===== src/rtl/fp_result_pack.sv =====
// fp_result_pack: FPU result packing stage with special-case substitution,
// exception flags and a 2-entry valid/ready skid buffer.
//   clk, rst_n          clock, synchronous active-low reset
//   in_valid/in_ready   input handshake (in_ready is registered)
//   in_sign/man/exp     normalised result fields
//   in_shift            subnormal right-shift amount
//   in_ovf/unf/inv      exception conditions (priority ovf > unf > inv)
//   out_valid/out_ready output handshake
//   out_result          {sign, exp, fraction}
//   out_flags           {inv, ovf, unf, inexact} of out_result
//   sticky_flags        flags accumulated on output transfer
//   sticky_clr          clear sticky_flags
module fp_result_pack #(
   parameter int EXP_W   = 8,
   parameter int MAN_W   = 23,
   parameter int SHIFT_W = 5
) (
   input  logic                     clk,
   input  logic                     rst_n,
   input  logic                     in_valid,
   output logic                     in_ready,
   input  logic                     in_sign,
   input  logic [MAN_W-1:0]         in_man,
   input  logic [EXP_W-1:0]         in_exp,
   input  logic [SHIFT_W-1:0]       in_shift,
   input  logic                     in_ovf,
   input  logic                     in_unf,
   input  logic                     in_inv,
   output logic                     out_valid,
   input  logic                     out_ready,
   output logic [EXP_W+MAN_W:0]     out_result,
   output logic [3:0]               out_flags,
   output logic [3:0]               sticky_flags,
   input  logic                     sticky_clr
);
   localparam int BEAT_W = EXP_W + MAN_W + 5;
   logic [MAN_W-1:0]  lost_mask;
   logic [BEAT_W-1:0] beat, out_q, out_d, skid_q, skid_d;
   logic              out_vld_q, out_vld_d, skid_vld_q, skid_vld_d;
   logic              in_ready_q, in_ready_d;
   logic [3:0]        sticky_q, sticky_d;
   logic              accept, xfer, out_free;
   // A shift of MAN_W or more yields an all-ones mask and a zero fraction,
   // so every mantissa bit counts towards inexact in that case.
   always_comb begin
      lost_mask = ~({MAN_W{1'b1}} << in_shift);
      beat = in_ovf ? {in_sign, {EXP_W{1'b1}}, {MAN_W{1'b0}}, 4'b0101}
           : in_unf ? {in_sign, {EXP_W{1'b0}}, in_man >> in_shift, 3'b001, |(in_man & lost_mask)}
           : in_inv ? {1'b0, {EXP_W{1'b1}}, 1'b1, {(MAN_W-1){1'b0}}, 4'b1000}
           : {in_sign, in_exp, in_man, 4'b0000};
   end
   // OUT is free when empty or draining; SKID always refills OUT first so
   // beats leave in acceptance order. Accept only happens with SKID empty.
   always_comb begin
      accept     = in_valid && in_ready_q;
      xfer       = out_vld_q && out_ready;
      out_free   = !out_vld_q || out_ready;
      out_vld_d  = out_free ? (skid_vld_q || accept) : 1'b1;
      out_d      = !out_free ? out_q : skid_vld_q ? skid_q : accept ? beat : out_q;
      skid_vld_d = !out_free && (skid_vld_q || accept);
      skid_d     = (!out_free && accept) ? beat : skid_q;
      in_ready_d = !skid_vld_d;
      sticky_d   = (sticky_clr ? 4'b0000 : sticky_q) | (xfer ? out_q[3:0] : 4'b0000);
   end
   always_ff @(posedge clk) begin
      if (!rst_n) begin
         out_q      <= '0;
         skid_q     <= '0;
         out_vld_q  <= 1'b0;
         skid_vld_q <= 1'b0;
         in_ready_q <= 1'b0;
         sticky_q   <= 4'b0000;
      end else begin
         out_q      <= out_d;
         skid_q     <= skid_d;
         out_vld_q  <= out_vld_d;
         skid_vld_q <= skid_vld_d;
         in_ready_q <= in_ready_d;
         sticky_q   <= sticky_d;
      end
   end
   assign in_ready     = in_ready_q;
   assign out_valid    = out_vld_q;
   assign out_result   = out_q[BEAT_W-1:4];
   assign out_flags    = out_q[3:0];
   assign sticky_flags = sticky_q;
endmodule

===== config.mk =====
export PLATFORM = sky130hd
export DESIGN_NAME = fp_result_pack
export DESIGN_NICKNAME = d
export VERILOG_FILES = /design/src/rtl/fp_result_pack.sv
export SDC_FILE = /design/constraint.sdc
export NUM_CORES = 1
export LEC_CHECK = 0
export CAP_MARGIN = 30
export CORE_MARGIN = 2
export CORE_UTILIZATION = 35
export CTS_BUF_LIST = sky130_fd_sc_hd__clkbuf_4 sky130_fd_sc_hd__clkbuf_8
export DETAILED_ROUTE_END_ITERATION = 8
export PLACE_DENSITY_LB_ADDON = 0.3
export SLEW_MARGIN = 20
export SYNTH_ARGS = -nofsm -noshare
export SYNTH_HDL_FRONTEND = slang
export SYNTH_SLANG_ARGS = --single-unit

===== constraint.sdc =====
create_clock -name clk -period 3.4 [get_ports clk]
set_input_delay 0.68 -clock clk [delete_from_list [all_inputs] [get_ports clk]]
set_output_delay 0.68 -clock clk [all_outputs]
set_load 0.005 [all_outputs]

==> qor.yml <==
status:
  outcome: "complete, no violations"
clocking:
  hold_buffers: 0
  cts_num_sinks: 79
  cts.repair.resized: 0
  clkLatencyLatePin_ps: 350
  cts_made_buffers: 9
  cts_tree: "built"
  clk_pin_slew_worst_paths_ps: 80
  cts_max_path_buffers: 2
  htreeDepth: 3
  root_buffer: "clkbuf_8"
  post_cts_buffers: 0
pwr:
  pwr-share-comb_pct: 24.2
  seq_power_share_pct: 44.3
  ir_worst_vdd_uv: 229
  power_density_mw_per_mm2: 361
  p_sw_share_pct: 28.6
  clkPwrFrac_pct: 31.5
  p_switching_uw: 633
  internal-power_mw: 1.58
  leakagePower_nw: 2.14
route:
  drtIter0Drc: 452
  route.detailed.drc: 0
  dr.pass1.iters: 5
  dr_total_vias: 5131
  wire_per_inst_um: 19.1
  vias_per_cell: 5.98
  drt.antenna.violating_nets: 0
  routed_wl_um: 16400
yosys:
  synthDistinctLibCells: 56
  syn_area_mm2: 0.00490
  synth_flop_cell: "dfxtp_1"
  synth-edff-count: 0
  netlist_instances: 609
  ys_seq_elements: 79
  synth_area_leaders: "dfxtp_1 (32%), mux4_2 (10%), a21oi_1 (8.1%), nor2_1 (5.1%), nand2_1 (5.1%)"
  seq_area_frac_synth_pct: 32.3
  synth_top_area_share_pct: 32.3
  syn_area_per_cell_um2: 8.05
  yosys.area.top_type: "dfxtp_1"
  ys_async_sr_fraction_pct: 0
  syn_nets: 654
  ys_warn_count: 0
hold_path:
  hp-class: "reg -> reg"
  hp-start: "out_q[27]$_SDFFE_PN0P_"
setup_path:
  cpPeakStageDelay_ps: 860
  worstReg2RegStart: "skid_vld_q$_SDFF_PN0_"
  cpMaxStageDelayCell: "clkdlybuf4s50_1"
  crit_start: "in_shift[2]"
  required_ps: 3620
  critPathKind: "in -> reg"
  cp.arrival_ps: 3100
  worstSetupStartpointType: "input pin"
  critPathMaxFanout: 15
  crit_path_cell_trace: "clkdlybuf4s50_1 -> mux4_2 -> mux2i_1 -> mux2i_1 -> a2111oi_0 -> nor4_1"
  cp_top_family: "multiplexers"
  path_buf_inv: 1
  cpMostUsedCell: "mux2i_1"
  endpoint_kind: "register"
grt:
  grt.total_usage_pct: 21.8
  grt_max_degree: 49
  grt_overflow: 0
  grt_pass1_wl_um: 25900
  antenna_found_initial: 0
  grt_pass1_vias: 4697
layout:
  final_common_cell: "clkdlybuf4s50_1"
  seq_area_mm2: 0.00158
  fillers: 1418
  n_antenna_cell: 0
  drive_above_1_share_pct: 11.7
  final_cell_count_no_fill: 858
  area_growth_pct: 24.9
  layout.nets: 718
  mostFrequentLayoutCells: "clkdlybuf4s50_1 (85), a21oi_1 (79), dfxtp_1 (78), nand2_1 (66), nor2_1 (66)"
  multi_input_area_mm2: 0.00300
placement:
  io_buffer_count: 86
  pre_cts_ws_ps: 284
  dp_hpwl_um: 11700
  gp_congestion: 0.949
  dpl.cell_count: 842
floorplan:
  ios: 87
  initial_core_util_pct: 35.6
  dieWidth_um: 122
  rows: 43
  core_area_mm2: 0.0138
  fp.dieH_um: 122
  dieArea_mm2: 0.0150
sta:
  maxSlewHeadroom_pct: 39.1
  maxSlewViolCount: 0
  clock_skew_ps: 10.2
  min_period_ps: 2880
  fin_crit_sh_pct: 84.8
  setup_tns_ps: 0
  final-setup-viol-count: 0
  finalHoldViolations: 0
  rsz0062_at_grt: "no"
  fmax_mhz: 347
  layout_setup_ws_ps: 517
  worst_pin_slew_ps: 907
run:
  drv_cap: 0
## metal layers
layer	GRT usage, %	routed length [um]	up-vias
met4	5.75	269	0
met2	35.8	7910	251
met1	29.7	7020	2472
met5	0	0	-
li1	-	-	2384
met3	3.67	1210	24
## stage by stage
stage               area, um2  power, mW  hold WS [ps]  util, %
floorplan                4900       1.29           436        -
global placement         5920       1.53           441     43.0
detailed placement       5920       1.53           448     43.0
CTS                      6120       2.23           459     44.4
global route             6120       2.31           475     44.4
finish                   6120       2.21           453     44.4
## flip-flops by register name, indices dropped and copies added, names as in the netlist
| register | flops |
|---|---|
| in_ready | 1 |
| out_q | 36 |
| out_valid | 1 |
| skid_q | 36 |
| skid_vld_q | 1 |
| sticky_flags | 4 |
## synth_stat cells, drive strengths merged (4+ instances only)
| cell | n |
|---|---|
| clkbuf | 39 |
| a31oi | 10 |
| nor3 | 9 |
| dfxtp | 79 |
| o211ai | 7 |
| buf | 19 |
| o21ai | 52 |
| a32oi | 4 |
| nand2 | 66 |
| mux2 | 6 |
| mux2i | 17 |
| a2111oi | 4 |
| o21a | 4 |
| a211oi | 12 |
| o2bb2ai | 4 |
| nor2 | 67 |
| nor4 | 10 |
| nand2b | 8 |
| a21oi | 79 |
| o211a | 4 |
| mux4 | 25 |
| or3 | 5 |
| nand3 | 24 |
| inv | 12 |
## power groups by stage
stage	sequential [mW]	clock (mW)	combinational, mW
final	0.979	0.698	0.535
after detailed placement	1.00	0	0.526
after floorplan	0.999	0	0.294
after global routing	0.983	0.756	0.575
after global placement	1.00	0	0.526
after CTS	0.979	0.721	0.529
## final timing paths
| kind | end | slack (ps) | depth (start not counted) |
|---|---|---|---|
| worst max-delay path | out_q[14]$_SDFFE_PN0P_ | 520 | 6 |
| worst max register to register | out_q[12]$_SDFFE_PN0P_ | 1340 | 4 |
| worst min register to register | out_q[27]$_SDFFE_PN0P_ | 450 | 2 |
| worst min-delay path | out_q[27]$_SDFFE_PN0P_ | 450 | 2 |
## logic make-up (layout without fill, tap and decap cells)
kind of cell / Yosys count / after routing / share of synthesized area [%]
AO/OA/AOI/OAI: 210 / 210 / 26.4
flip-flops: 79 / 79 / 32.3
AND/OR/NAND/NOR: 202 / 202 / 18.2
buffers and inverters: 70 / 139 / 6.53
multiplexers: 48 / 48 / 16.6
## cell type report
cell class	count	share of cell area (%)
multi-input combinational	460	49.0
sequential	79	25.9
timing repair buffer	111	17.5
tap	180	3.68
clock buffer	12	2.49
clock inverter	4	0.736
inverter	12	0.736
## worst reg2reg max path: stages, from the launching register on
cell	delay (ps)
dfxtp_2	590
buf_4	430
inv_1	370
or3_1	440
o2111a_1	130
No activity file was read; power rests on OpenSTA's default activity.
